`src/rtl/chiplet_types_pkg.sv`:
```
`default_nettype none
// ============================================================================
// Module      : chiplet_types_pkg
// Description : Shared types for the chiplet router switch allocator.
// Revision    : 1.0 - initial release
// ============================================================================
package chiplet_types_pkg;

  typedef enum logic [0:0] {
    IDLE   = 1'b0,
    LOCKED = 1'b1
  } alloc_state_t;

  localparam int unsigned c_default_buffer_depth = 8;
  localparam int unsigned c_credit_cnt_w         = $clog2(c_default_buffer_depth + 1);

  // Credit counter for the default downstream depth; other depths size their own.
  typedef logic [c_credit_cnt_w-1:0] credit_cnt_t;

  function automatic int unsigned rr_next(input int unsigned idx, input int unsigned n);
    return (idx + 1 >= n) ? 0 : idx + 1;
  endfunction

endpackage
`default_nettype wire

```
`src/rtl/switch_allocator_if.sv`:
```
`default_nettype none
// ============================================================================
// Module      : switch_allocator_if
// Description : Request/grant/credit bundle between input buffers, links and
//               the switch allocator. credit_err exists with
//               SWITCH_ALLOC_CREDIT_ERR_EN.
// Revision    : 1.0 - initial release
// ============================================================================
interface switch_allocator_if #(
  parameter int NUM_INPORTS  = 4,
  parameter int NUM_OUTPORTS = 4,
  parameter int NUM_VCS      = 2
);
  localparam int c_vc_w = (NUM_VCS > 1) ? $clog2(NUM_VCS) : 1;

  logic [NUM_INPORTS-1:0][NUM_OUTPORTS-1:0] req;
  logic [NUM_INPORTS-1:0][c_vc_w-1:0]       req_vc;
  logic [NUM_INPORTS-1:0]                   req_tail;
  logic [NUM_OUTPORTS-1:0]                  flit_sent;
  logic [NUM_OUTPORTS-1:0][NUM_VCS-1:0]     credit_granted;
  logic [NUM_OUTPORTS-1:0][NUM_INPORTS-1:0] grant;
  logic [NUM_OUTPORTS-1:0]                  vc_ready;
  logic [NUM_OUTPORTS-1:0]                  busy;
`ifdef SWITCH_ALLOC_CREDIT_ERR_EN
  logic [NUM_OUTPORTS-1:0]                  credit_err;

  modport master (
    output req, req_vc, req_tail, flit_sent, credit_granted,
    input  grant, vc_ready, busy, credit_err
  );
  modport slave (
    input  req, req_vc, req_tail, flit_sent, credit_granted,
    output grant, vc_ready, busy, credit_err
  );
`else
  modport master (
    output req, req_vc, req_tail, flit_sent, credit_granted,
    input  grant, vc_ready, busy
  );
  modport slave (
    input  req, req_vc, req_tail, flit_sent, credit_granted,
    output grant, vc_ready, busy
  );
`endif

endinterface
`default_nettype wire

```
`src/rtl/switch_allocator_rr_arbiter.sv`:
```
`default_nettype none
// ============================================================================
// Module      : rr_arbiter
// Description : Round-robin picker: first eligible input at or after rr_ptr.
// Revision    : 1.0 - initial release
// ============================================================================
module rr_arbiter #(
  parameter int NUM_INPORTS = 4,
  localparam int c_ptr_w = (NUM_INPORTS > 1) ? $clog2(NUM_INPORTS) : 1
) (
  input  logic [NUM_INPORTS-1:0] eligible,
  input  logic [c_ptr_w-1:0]     rr_ptr,
  output logic [NUM_INPORTS-1:0] winner,
  output logic                   valid
);

  logic [NUM_INPORTS-1:0] w_below;
  logic [NUM_INPORTS-1:0] w_masked;
  logic [NUM_INPORTS-1:0] w_pick_src;

  // Prefer candidates at or above the pointer; otherwise wrap to the lowest one.
  assign w_below    = (NUM_INPORTS'(1) << rr_ptr) - NUM_INPORTS'(1);
  assign w_masked   = eligible & ~w_below;
  assign w_pick_src = (|w_masked) ? w_masked : eligible;
  assign winner     = w_pick_src & (~w_pick_src + NUM_INPORTS'(1));
  assign valid      = |eligible;

endmodule
`default_nettype wire

```
`src/rtl/switch_allocator.sv`:
```
`default_nettype none
// ============================================================================
// Module      : switch_allocator
// Description : Per-outport wormhole switch allocator with downstream credit
//               tracking. Define SWITCH_ALLOC_CREDIT_ERR_EN for credit_err.
// Revision    : 1.0 - initial release
// ============================================================================
module switch_allocator
  import chiplet_types_pkg::*;
#(
  parameter int NUM_INPORTS  = 4,
  parameter int NUM_OUTPORTS = 4,
  parameter int NUM_VCS      = 2,
  parameter int BUFFER_DEPTH = 8
) (
  input logic               CLK,
  input logic               nRST,
  switch_allocator_if.slave sw
);

  localparam int c_ptr_w = (NUM_INPORTS > 1) ? $clog2(NUM_INPORTS) : 1;
  localparam int c_vc_w  = (NUM_VCS > 1) ? $clog2(NUM_VCS) : 1;
  localparam int c_cnt_w = $clog2(BUFFER_DEPTH + 1);
  localparam logic [c_cnt_w-1:0] c_cnt_full = c_cnt_w'(BUFFER_DEPTH);
  localparam logic [c_cnt_w-1:0] c_cnt_one  = c_cnt_w'(1);

  for (genvar o = 0; o < NUM_OUTPORTS; o++) begin : g_port
    alloc_state_t           r_state;
    logic [c_ptr_w-1:0]     r_rr_ptr;
    logic [c_ptr_w-1:0]     r_winner;
    logic [c_vc_w-1:0]      r_vc;
    logic [NUM_INPORTS-1:0] r_grant;
    logic [c_cnt_w-1:0]     r_credit [NUM_VCS];

    logic [NUM_INPORTS-1:0] w_eligible;
    logic [NUM_INPORTS-1:0] w_win_oh;
    logic                   w_win_valid;
    logic [c_ptr_w-1:0]     w_win_idx;
    logic                   w_release;
    logic [NUM_VCS-1:0]     w_dec;

    always_comb begin
      w_eligible = '0;
      for (int i = 0; i < NUM_INPORTS; i++) begin
        if (sw.req[i][o] && (int'(sw.req_vc[i]) < NUM_VCS)) begin
          w_eligible[i] = (r_credit[sw.req_vc[i]] != '0);
        end
      end
    end

    rr_arbiter #(
      .NUM_INPORTS (NUM_INPORTS)
    ) u_rr_arbiter (
      .eligible (w_eligible),
      .rr_ptr   (r_rr_ptr),
      .winner   (w_win_oh),
      .valid    (w_win_valid)
    );

    always_comb begin
      w_win_idx = '0;
      for (int i = 0; i < NUM_INPORTS; i++) begin
        if (w_win_oh[i]) begin
          w_win_idx = w_win_idx | c_ptr_w'(i);
        end
      end
    end

    assign w_release = (r_state == LOCKED) && sw.flit_sent[o] && sw.req_tail[r_winner];

    // Once locked, only the winner's tail flit frees the port; req is ignored.
    always_ff @(posedge CLK or negedge nRST) begin
      if (!nRST) begin
        r_state  <= IDLE;
        r_rr_ptr <= '0;
        r_winner <= '0;
        r_vc     <= '0;
        r_grant  <= '0;
      end else begin
        case (r_state)
          IDLE: begin
            if (w_win_valid) begin
              r_state  <= LOCKED;
              r_winner <= w_win_idx;
              r_vc     <= sw.req_vc[w_win_idx];
              r_grant  <= w_win_oh;
            end
          end
          LOCKED: begin
            if (w_release) begin
              r_state  <= IDLE;
              r_grant  <= '0;
              r_rr_ptr <= c_ptr_w'(rr_next(int'(r_winner), NUM_INPORTS));
            end
          end
          default: begin
            r_state <= IDLE;
          end
        endcase
      end
    end

    always_comb begin
      for (int v = 0; v < NUM_VCS; v++) begin
        w_dec[v] = (r_state == LOCKED) && sw.flit_sent[o] && (int'(r_vc) == v);
      end
    end

    // Counters saturate at both ends; a simultaneous send and return cancel.
    always_ff @(posedge CLK or negedge nRST) begin
      if (!nRST) begin
        for (int v = 0; v < NUM_VCS; v++) begin
          r_credit[v] <= c_cnt_full;
        end
      end else begin
        for (int v = 0; v < NUM_VCS; v++) begin
          case ({w_dec[v], sw.credit_granted[o][v]})
            2'b10: begin
              if (r_credit[v] != '0) r_credit[v] <= r_credit[v] - c_cnt_one;
            end
            2'b01: begin
              if (r_credit[v] != c_cnt_full) r_credit[v] <= r_credit[v] + c_cnt_one;
            end
            default: begin
            end
          endcase
        end
      end
    end

    assign sw.grant[o]    = r_grant;
    assign sw.busy[o]     = (r_state == LOCKED);
    assign sw.vc_ready[o] = (r_state == LOCKED) && (r_credit[r_vc] != '0);

`ifdef SWITCH_ALLOC_CREDIT_ERR_EN
    logic               r_credit_err;
    logic [NUM_VCS-1:0] w_range_err;

    always_comb begin
      for (int v = 0; v < NUM_VCS; v++) begin
        w_range_err[v] = (w_dec[v] && !sw.credit_granted[o][v] && (r_credit[v] == '0)) ||
                         (!w_dec[v] && sw.credit_granted[o][v] && (r_credit[v] == c_cnt_full));
      end
    end

    always_ff @(posedge CLK or negedge nRST) begin
      if (!nRST) begin
        r_credit_err <= 1'b0;
      end else if (|w_range_err) begin
        r_credit_err <= 1'b1;
      end
    end

    assign sw.credit_err[o] = r_credit_err;
`endif
  end

endmodule
`default_nettype wire

```
`src/flat_wrapper.sv`:
```
// flat-port wrapper written by rule: the top's interface ports become plain ports
module switch_allocator_flat import chiplet_types_pkg::*;
#(
  parameter int NUM_INPORTS  = 4,
  parameter int NUM_OUTPORTS = 4,
  parameter int NUM_VCS      = 2,
  parameter int BUFFER_DEPTH = 8
)
  (CLK, nRST, sw_req, sw_req_vc, sw_req_tail, sw_flit_sent, sw_credit_granted, sw_grant, sw_vc_ready, sw_busy);
  switch_allocator_if #(.NUM_INPORTS(NUM_INPORTS), .NUM_OUTPORTS(NUM_OUTPORTS), .NUM_VCS(NUM_VCS)) sw_i ();
  input logic CLK;
  input logic nRST;
  input wire logic [$bits(sw_i.req)-1:0] sw_req;
  input wire logic [$bits(sw_i.req_vc)-1:0] sw_req_vc;
  input wire logic [$bits(sw_i.req_tail)-1:0] sw_req_tail;
  input wire logic [$bits(sw_i.flit_sent)-1:0] sw_flit_sent;
  input wire logic [$bits(sw_i.credit_granted)-1:0] sw_credit_granted;
  output wire logic [$bits(sw_i.grant)-1:0] sw_grant;
  output wire logic [$bits(sw_i.vc_ready)-1:0] sw_vc_ready;
  output wire logic [$bits(sw_i.busy)-1:0] sw_busy;
  assign sw_i.req = sw_req;
  assign sw_i.req_vc = sw_req_vc;
  assign sw_i.req_tail = sw_req_tail;
  assign sw_i.flit_sent = sw_flit_sent;
  assign sw_i.credit_granted = sw_credit_granted;
  assign sw_grant = sw_i.grant;
  assign sw_vc_ready = sw_i.vc_ready;
  assign sw_busy = sw_i.busy;
  switch_allocator #(.NUM_INPORTS(NUM_INPORTS), .NUM_OUTPORTS(NUM_OUTPORTS), .NUM_VCS(NUM_VCS), .BUFFER_DEPTH(BUFFER_DEPTH)) u_core (.CLK(CLK), .nRST(nRST), .sw(sw_i));
endmodule
```
`config.mk`:
```
export PLATFORM = sky130hd
export DESIGN_NAME = switch_allocator_flat
export DESIGN_NICKNAME = d
export VERILOG_FILES = /design/src/rtl/chiplet_types_pkg.sv /design/src/rtl/switch_allocator_if.sv /design/src/rtl/switch_allocator_rr_arbiter.sv /design/src/rtl/switch_allocator.sv /design/src/flat_wrapper.sv
export SDC_FILE = /design/constraint.sdc
export NUM_CORES = 1
export LEC_CHECK = 0
export ABC_AREA = 1
export CORE_MARGIN = 2
export CORE_UTILIZATION = 41
export CTS_CLUSTER_SIZE = 10
export DETAILED_ROUTE_END_ITERATION = 10
export PLACE_DENSITY_LB_ADDON = 0.2
export SLEW_MARGIN = 20
export SYNTH_ARGS = -nofsm -noshare
export SYNTH_HDL_FRONTEND = slang
export SYNTH_SLANG_ARGS = --single-unit
```
`constraint.sdc`:
```
create_clock -name CLK -period 1.94 [get_ports CLK]
set_input_delay 0.388 -clock CLK [delete_from_list [all_inputs] [get_ports CLK]]
set_output_delay 0.388 -clock CLK [all_outputs]
set_load 0.02 [all_outputs]
```
; ---- Word level (Yosys, flattened, before mapping)
; Cells that the tools add are included.
[totals]
regBits = 72
input_bits = 38
output_inout_bits = 24
word_cells = 404
[classes]
addsub = 28
n_lt_le_gt_ge = 20
n_eq_ne = 48
shifts = 4
n_mux = 160
bitwise_logic = 32
n_reduce_logical = 84
[ops]
columns = operator, count
row1 = $mux 4, 88
row2 = $reduce_bool 4->1, 28
row3 = $pmux 4 s2, 12
row4 = $add 4x1->4 const B, 12
row5 = $mux 1, 36
row6 = $and 4x4->4, 8
row7 = $ne 2x1->1 const B, 16
row8 = $ne 4x4->1 const B, 8
row9 = $not 4->4, 8
row10 = $reduce_or 4->1, 8
row11 = $sub 4x1->4 const B, 8
row12 = $lt 2x3->1 const B, 8
row13 = $mux 2, 12
row14 = $reduce_and 2->1, 12
row15 = $reduce_and 3->1, 8
row16 = $logic_and 1x1->1, 20
row17 = $bmux 1 s2, 8
row18 = $eq 2x1->1 const B, 8
row19 = $eq 2x2->1 const B, 8
row20 = $ge 2x2->1 const B, 8
row21 = $ne 2x2->1 const B, 8
row22 = $not 1->2, 8
row23 = $reduce_bool 2->1, 8
row24 = $shl 1x2->4 const A, 4
row25 = other kinds (5), 24

; ---- Logic depth before layout (Yosys ltp)
; Gate-level depths: netlist of the first run.
[logic_depth]
depth_word = 17
mapped_depth = 16
ltp_nobuf = 16

; ---- Modules after synthesis
; Synthesis of the first run repeated with hierarchy kept, for this count alone.
[unflattened]
cells_unflattened = 717
hier_area_um2 = 5133.7
[modules_own_cells]
columns = mod, n_inst, cells_each, area_per_inst_um2, seq_area_each_um2
row1 = switch_allocator, 1, 617, 4653.2, 1811.7
row2 = rr_arbiter, 4, 25, 120.1, 0.0

; ---- Worst setup path after synthesis of the first run
; OpenSTA, ideal clock, no wires.
[synth_timing]
kind = register to register
start = register u_core.g_port[0].r_state
end = register u_core.g_port[0].r_credit[7] (netlist name)
setup_ns = 0.075
t_arrival_ns = 1.937
required_ns = 1.865
path_slack_ns = -0.073
path_stages_with_launch = 12
path_buffers = 0
synth_period_minus_slack_ns = 2.013
cell_sequence = dfrtp_1 > nand2_1 > nor2_1 > inv_1 > ha_1 > inv_1 > ha_1 > and3_1 > a211oi_1 > a21oi_1 > o21ai_0 > xnor2_1
[synth_between]
elab_chain_cells = 5
elab_cells_between_ends = 9
cone_classes = eq/ne (4) / mux (1) / reduce/logical (4)
[synth_lines]
columns = element, line_no
row1 = from (decl), switch_allocator.sv:28  ; alloc_state_t r_state;
row2 = from (signal assigned), switch_allocator.sv:74  ; r_state <= IDLE;
row3 = from (signal assigned), switch_allocator.sv:83  ; r_state <= LOCKED;
row4 = from (signal assigned), switch_allocator.sv:91  ; r_state <= IDLE;
row5 = $logic_and 1x1->1 * (2 in a row), switch_allocator.sv:105  ; w_dec[v] = (r_state == LOCKED) && sw.flit_sent[o] && (int'(r_vc) == v);
row6 = $eq 2x1->1 or $eq 2x2->1 (tied branches), switch_allocator.sv:117  ; case ({w_dec[v], sw.credit_granted[o][v]})
row7 = $ne 2x1->1 (no source line) or $reduce_bool 2->1 (tied branches), -
row8 = $reduce_and 3->1 (no source line), -
row9 = "to (signal, indexed assignment)", switch_allocator.sv:113  ; r_credit[v] <= c_cnt_full;
row10 = to (decl), switch_allocator.sv:33  ; logic [c_cnt_w-1:0] r_credit [NUM_VCS];
; Mark *: on every way between the ends. The rest lies on a longest branch, timed or not.
; A chain may end at the register's enable or synchronous reset.

; ---- Worst setup path in the final report of the first run
[layout_timing]
start = register u_core.g_port[1].r_credit[7] (netlist name)
end = register u_core.g_port[1].r_vc
[layout_between]
elab_chain_cells = 16
elab_cells_between_ends = 33
cone_classes = add/sub (1) / mux (22) / bitwise (3) / reduce/logical (7)
[layout_lines]
columns = element, line_no
row1 = from (decl), switch_allocator.sv:33
row2 = "from (signal, indexed assignment)", switch_allocator.sv:113
row3 = $mux 4 (implied by the code) (3 in a row), switch_allocator.sv:46  ; w_eligible[i] = (r_credit[sw.req_vc[i]] != '0);
row4 = $reduce_bool 4->1, switch_allocator.sv:46
row5 = $mux 1, switch_allocator.sv:45  ; if (sw.req[i][o] && (int'(sw.req_vc[i]) < NUM_VCS)) begin
row6 = $and 4x4->4, switch_allocator_rr_arbiter.sv:23  ; assign w_masked = eligible & ~w_below;
row7 = $reduce_or 4->1, switch_allocator_rr_arbiter.sv:24  ; assign w_pick_src = (|w_masked) ? w_masked : eligible;
row8 = $mux 4, switch_allocator_rr_arbiter.sv:24
row9 = $not 4->4, switch_allocator_rr_arbiter.sv:25  ; assign winner = w_pick_src & (~w_pick_src + NUM_INPORTS'(1));
row10 = $add 4x1->4, switch_allocator_rr_arbiter.sv:25
row11 = $and 4x4->4, switch_allocator_rr_arbiter.sv:25
row12 = $mux 1, switch_allocator.sv:63  ; if (w_win_oh[i]) begin
row13 = $mux 2 (2 in a row), switch_allocator.sv:63
row14 = $bmux 1 s2, switch_allocator.sv:85  ; r_vc <= sw.req_vc[w_win_idx];
row15 = $mux 1 (implied by the code), switch_allocator.sv:85
row16 = to (signal assigned), switch_allocator.sv:85
row17 = to (decl), switch_allocator.sv:31  ; logic [c_vc_w-1:0] r_vc;
; Several ways; a longest one is shown, not always the timed one. The select of a mux whose other input is x is not followed.

==> results of run 1 <==
==> through the flow <==
step                      total power, mW  utilization  hold slack (ns)   TNS, ns
final                                12.7        0.647           0.0487         0
after global routing                 13.8        0.647           0.0911    -0.639
after CTS                            11.9        0.608           0.0871   -0.0295
after detailed placement             9.96        0.568            0.454    -15.55
after global placement               9.72        0.568            0.454    -12.88
after floorplan                      7.05            -           0.0924  -0.00326
==> logic make-up after synthesis <==
family	count (synthesis)
simple gates	285
mux	7
xor+xnor	25
flops	72
fa+ha+maj	38
buf+inv	94
compound gates	118
==> flip-flops by register name, indices dropped and copies added, names as in the netlist <==
| signal | count |
|---|---|
| u_core.g_port.r_rr_ptr | 8 |
| u_core.g_port.r_credit | 32 |
| u_core.g_port.r_vc | 4 |
| u_core.g_port.r_state | 4 |
| u_core.g_port.r_winner | 8 |
| u_core.g_port.r_grant | 16 |
==> worst max-delay path, delay by kind of cell (launching register included) <==
kind | cells | cell delay [ns]
flip-flops | 1 | 0.56
buffers and inverters | 1 | 0.14
AO/OA/AOI/OAI | 1 | 0.11
AND/OR/NAND/NOR | 12 | 1.00
==> layout by cell type (no fill, tap or decap), drive strengths merged, types with 18 or more instances in the layout <==
master           n
nor2            39
inv             86
ha              30
a21oi           34
nand3           75
buf            158
nand4           18
dfrtp           64
o21ai           58
nand2          141
clkdlybuf4s50   48
==> path summary, 6_finish.rpt <==
kind	from	end	slack (ns)	cells after the start
min reg2reg	u_core.g_port[2].r_grant[1]	u_core.g_port[2].r_grant[1]	0.51	2
min	nRST	u_core.g_port[2].r_grant[0]	0.05	2
max reg2reg	u_core.g_port[1].r_credit[7]	u_core.g_port[1].r_vc	0.02	14
max	u_core.g_port[1].r_credit[7]	u_core.g_port[1].r_vc	0.02	14
max in group asynchronous	nRST	u_core.g_port[0].r_credit[7]	1.51	2
min in group CLK	u_core.g_port[2].r_grant[1]	u_core.g_port[2].r_grant[1]	0.51	2
==> metal layers <==
layer	up-vias	part of all wire	track usage
met4	0	0.022	0.0770
met3	21	0.045	0.0429
met1	2483	0.44	0.283
li1	2584	-	-
met2	96	0.49	0.375
met5	-	0	0
==> power by group through the flow <==
stage          logic [mW]  registers, mW  clock network [mW]
2_1_floorplan        3.86           3.18                   0
3_3_place_gp         6.74           2.98                   0
3_5_place_dp         6.95           3.01                   0
4_1_cts              7.29           3.03                1.58
5_1_grt              8.98           3.16                1.65
6_report             8.09           3.06                1.54
==> area by class of cell <==
| cell class | instances | area (sq um) | share of cell area |
|---|---|---|---|
| timing repair buffer | 214 | 1800 | 0.230 |
| inverter | 87 | 347 | 0.0442 |
| tap | 168 | 210 | 0.0268 |
| sequential | 72 | 1820 | 0.233 |
| clock inverter | 1 | 5.00 | 0.000639 |
| clock buffer | 14 | 254 | 0.0324 |
| multi-input combinational | 473 | 3390 | 0.433 |
==> repair_timing <==
| action | 4_1_cts | 5_1_grt |
|---|---|---|
| buffers inserted | 10 | 16 |
| pin swaps | 23 | 62 |
| endpoints found under the setup margin | 14 | 32 |
| resized for setup | 53 | 106 |
==> results.md, run 1 <==
- Status: complete, no violations
- Wirelength per Cell: 14.0 microns
- CP max-delay cell: dfstp_2
- Sw Ratio: 0.428
- # port buffers: 61
- Cell Rows: 40
- DR vias: slightly above 5000
- Hold buffer count at cts: 0
- VDD IR max: about 0.00078 V
- First-pass GRT wire length: between 20 and 25 mm
- Post-Synth XOR/XNOR Area: 0.0427
- Final HPWL DP: 10.2 mm
- Most area-consuming cells after synthesis: dfrtp_1, nand2_1, ha_1
- CTS Sinks: 72
- Mapped Area: ~0.0051 sq mm
- GRT Residual Overflow: 0
- Final GP Congestion: 0.856
- Nets: 933
- Aggregate global-route resource usage: 0.221
- DRT Pass-1 Iters: 4
- Die Height: between 100 and 150 microns
- Post-DRT Antenna Nets: 0
- CTS tree: built
- Initial antenna violation count: 0
- Internal: ~7.3 mW
- Cells after Synth: ~640
- Seq pwr share: 0.241
- Syn nets: around 720
- RSZ-0062 raised after global routing: true
- Clock Root Buffer: clkbuf_16
- Rel. slew slack: 0.724
- CP Capture Type: flop
- Fin. Hold Viols: 0
- # fillers: between 1000 and 1500
- H-Tree Depth: 3
- Slew at the pin with the worst max-slew slack: 0.414 ns
- Critical Path RT: roughly 2.2 ns
- Pwr dens: 1620 mW/mm^2
- DRC errors left: 0
- Setup-failing EPs final: 0
- Non-filler cells, final: about 1000
- Switching power: approximately 5.4 mW
- # IOs: 62
- Chip width: roughly 120 microns
- Starting density of the core: 0.423
- Library cells used by synthesis: 37
- Placed Area: 0.00689 sq mm
- Die area: about 0.013 sq mm
- Crit start category: flop
- Core footprint: roughly 0.012 sq mm
- Final Slew Violations: 0
- Largest net degree at the start of global routing: 73
- Drt via density: 5.04
- Compound-cell area share of the yosys netlist: 0.136
- Period utilization: 0.990
- Post-Synth Simple-Gate Area: 0.276
- Post-route design area: 0.00783 sq mm
- Count leader, synth: nand2_1
- Crit-path max FO: 4
- Fraction of registers with async set/reset: 1.00
- Share of the synthesized area in the top cell type: 0.312
- Vias in the first global route: between 5000 and 6000
- Synth Register Bits: 72
- HP Class: input port to asynchronous set/reset pin
- Clock slew at reported path FFs: around 0.06 ns
- Deepest clock path buffer count: 2
- Clk pwr share: 0.122
- Pre-CTS setup slack: -0.593 ns
- Min Tclk post-route: 1.92 ns
- WL final: 14.4 mm
- Largest family of logic cells by synthesized area: simple AND/OR/NAND/NOR gates
- Post-synthesis mux area share: 0.0154
- Syn avg cell area: around 8 sq um
- Placed cell count: between 900 and 1000
- Fmax: around 520 MHz
- Drt initial violations: ~240
- Post-synth top area cell: dfrtp_1
- Max cap viols: 0
- Final setup skew: approximately 0.0073 ns
- Cell repeated most along the worst path: nand2_1
- Antenna Diode Count: 0
- CP arrival: 2.15 ns
- Setup ws final: 0.0194 ns
- Synth cell count leaders: nand2_1, nand3_1, inv_1, dfrtp_1, o21ai_0
- Crit-path max cell delay: 0.56 ns
- Layout cell share with drive strength beyond 1: 0.401
- Sequential fraction of the synthesis area: 0.353
- Worst path cell trace: nor2_4 -> buf_4 -> nand3_1 -> nand4_1 -> nand2_2 -> nor2_4 -> nand2_4 -> nand2_4 -> nor2_2 -> o21ai_1 -> nand3_1 -> nand2_1 -> nand2_1 -> nand2_1
- Leakage dissipation: between 3 and 4 nW
- Crit Path Class: flop to flop
- Yosys synthesis warning count: 0
- Ys flop type: dfrtp_1
- Area Growth Syn to Fin: 52.8%
- Post-synth EDFFs: 0
- Post-Synth Adder-Cell Area: 0.104
- Latest clock arrival within the worst-skew pair: 0.35 ns
- CTS Buf Count: 9
- Combinational Power Share: 0.637
(Power assumes the default switching activity.)
==> run 2, diff against run 1 <==
--- a/config.mk
+++ b/config.mk
@@ -6,6 +6,7 @@
 export NUM_CORES = 1
 export LEC_CHECK = 0
 export ABC_AREA = 1
+export CORE_ASPECT_RATIO = 0.8
 export CORE_MARGIN = 2
 export CORE_UTILIZATION = 41
 export CTS_CLUSTER_SIZE = 10
==> run 2 against run 1 <==
Net effect: the flow now finishes with violations (setup timing); combinational power hardly changed; non-clock buffer count is 16 higher; critical path type unchanged; register-to-register slack worse by 0.02 ns; clock power is 12% higher; clock skew is 0.0030 ns lower; flip-flop and latch count stayed put; sequential share of layout area hardly changed; design area is 0.13% higher; routed wire length is 2.7% higher; via count is 1.3% higher; first-iteration DRC count is 29% higher; die area hardly changed.
==> results.md, run 2 (synthesized netlist as in run 1, its figures left out) <==
- Final HPWL DP: 10.5 mm
- Largest net degree at the start of global routing: 73
- First-pass GRT wire length: 23.6 mm
- Core footprint: 0.0122 sq mm
- Placed Area: roughly 0.0069 sq mm
- Pwr dens: between 1500 and 2000 mW/mm^2
- Setup-failing EPs final: 1
- Violated checks: setup timing
- Leakage dissipation: 3.79 nW
- Wirelength per Cell: around 14 microns
- Rel. slew slack: 0.726
- Deepest clock path buffer count: 2
- DRC errors left: 0
- Crit-path max FO: 3
- Min Tclk post-route: slightly below 2 ns
- Status: finished, violations left
- Fin. Hold Viols: 0
- Fmax: roughly 510 MHz
- Post-DRT Antenna Nets: 0
- Die Height: between 100 and 150 microns
- Most flop-heavy register: u_core.g_port.r_credit
- VDD IR max: 0.000663 V
- Clock Root Buffer: clkbuf_16
- DRT Pass-1 Iters: 5
- Starting density of the core: 0.420
- Hold_ws: slightly above 0.06 ns
- Final Slew Violations: 0
- Die area: between 0.01 and 0.015 sq mm
- Critical Path RT: between 2 and 2.5 ns
- Top flop regs: u_core.g_port.r_credit (32), u_core.g_port.r_grant (16)
- Slew at the pin with the worst max-slew slack: 0.408 ns
- Post-route design area: ~0.0078 sq mm
- Most common cell after layout, fill and taps aside: buf_4
- Cell Rows: 36
- Drt via density: about 5
- DR vias: about 5300
- Vias in the first global route: approximately 5100
- TNS Setup: -0.00429 ns
- # IOs: a little over 60
- Final setup skew: around 0.0044 ns
- Max FFs per register: 32
- Initial antenna violation count: 0
- CP arrival: between 2 and 2.5 ns
- Aggregate global-route resource usage: 0.219
- Max cap viols: 0
- Antenna Diode Count: 0
- CTS Sinks: 72
- Drt initial violations: about 310
- Nets: 949
- GRT Residual Overflow: 0
- Most frequent cells in the layout: buf_4, nand2_1, nand3_1, inv_1, dfrtp_1
- Final GP Congestion: 0.937
- Crit Path Class: flop to flop
- Pre-CTS setup slack: -0.571 ns
- HP Class: input port to asynchronous set/reset pin
- Area Growth Syn to Fin: 53.0%
- # port buffers: 61
- Crit start category: flop
- Layout cell share with drive strength beyond 1: 0.392
- Hold buffer count at cts: 0
- CTS tree: built
- Clock slew at reported path FFs: approximately 0.060 ns
- Setup ws final: -0.00429 ns
- Latest clock arrival within the worst-skew pair: between 0.3 and 0.4 ns
- RSZ-0062 raised after global routing: true
- Period utilization: 1.00
- CP Capture Type: flop
- WL final: about 15 mm
- Power after layout: approximately 13 mW
- Chip width: between 100 and 150 microns
- H-Tree Depth: 3
- CTS Buf Count: 9
run 2: changes by cell type in the layout (fill, tap and decap cells not counted), sizes merged:
cell           delta
clkinv            +1
bufinv            +1
dlymetal6s2s      -4
clkbuf            -1
buf              +15
dlygate4sd2       +4
clkdlybuf4s15     +1
run 2: worst max-delay path, cell delays in order (launching register included):
cell	delay, ns
dfstp_2	0.55
nor2_4	0.04
buf_4	0.15
nand3_2	0.07
nand4_1	0.15
nand2_2	0.16
nor2_4	0.06
nand2_2	0.06
nand2_2	0.07
o21ai_2	0.19
nand2_1	0.08
nand3_1	0.08
nand2_1	0.05
nand2_1	0.06
nand2_1	0.05
run 2: report_power, final:
part           total [mW]  leakage (nW)  internal [mW]  switching, mW
registers            3.03         0.860           2.33          0.702
clock network        1.72         0.150           1.06          0.655
logic                8.11          2.78           4.06           4.05
run 2: final cells by class:
class	instances	area [sq um]
Fill cell	1036	4360
Multi-Input combinational cell	473	3280
Inverter	87	342
Clock buffer	13	260
Sequential cell	72	1820
Timing Repair Buffer	230	1890
Tap cell	171	214
Clock inverter	3	40.0
run 2: metrics by stage:
stage / util / instances
6_report: 0.642 / 1049
3_5_place_dp: 0.566 / 995
2_1_floorplan: - / 639
3_3_place_gp: 0.566 / 995
4_1_cts: 0.609 / 1021
5_1_grt: 0.642 / 1049
run 2: timing repair:
| item | 4_1_cts | 5_1_grt |
|---|---|---|
| gates cloned | 0 | 1 |
| setup endpoints to repair | 19 | 35 |
| setup buffers | 10 | 27 |
| gates resized for setup | 58 | 70 |
| hold endpoints to repair | 0 | 0 |
| pin swaps | 24 | 42 |
run 2: path summary, 6_finish.rpt:
check	startpoint	end	slack, ns	depth (start not counted)
setup / recovery	u_core.g_port[1].r_credit[7]	u_core.g_port[1].r_vc	-0.004	14
setup reg to reg	u_core.g_port[1].r_credit[7]	u_core.g_port[1].r_vc	-0.004	14
max in group asynchronous	nRST	u_core.g_port[3].r_credit[3]	1.50	2
hold reg to reg	u_core.g_port[3].r_grant[2]	u_core.g_port[3].r_grant[2]	0.51	2
hold / removal	nRST	u_core.g_port[0].r_credit[6]	0.06	2
min in group CLK	u_core.g_port[3].r_grant[2]	u_core.g_port[3].r_grant[2]	0.51	2
run 2: routing by layer:
layer  part of all wire  global-route usage
met2               0.47               0.355
met5                  0                   0
met4              0.030              0.0893
met1               0.46               0.284
met3              0.037              0.0458
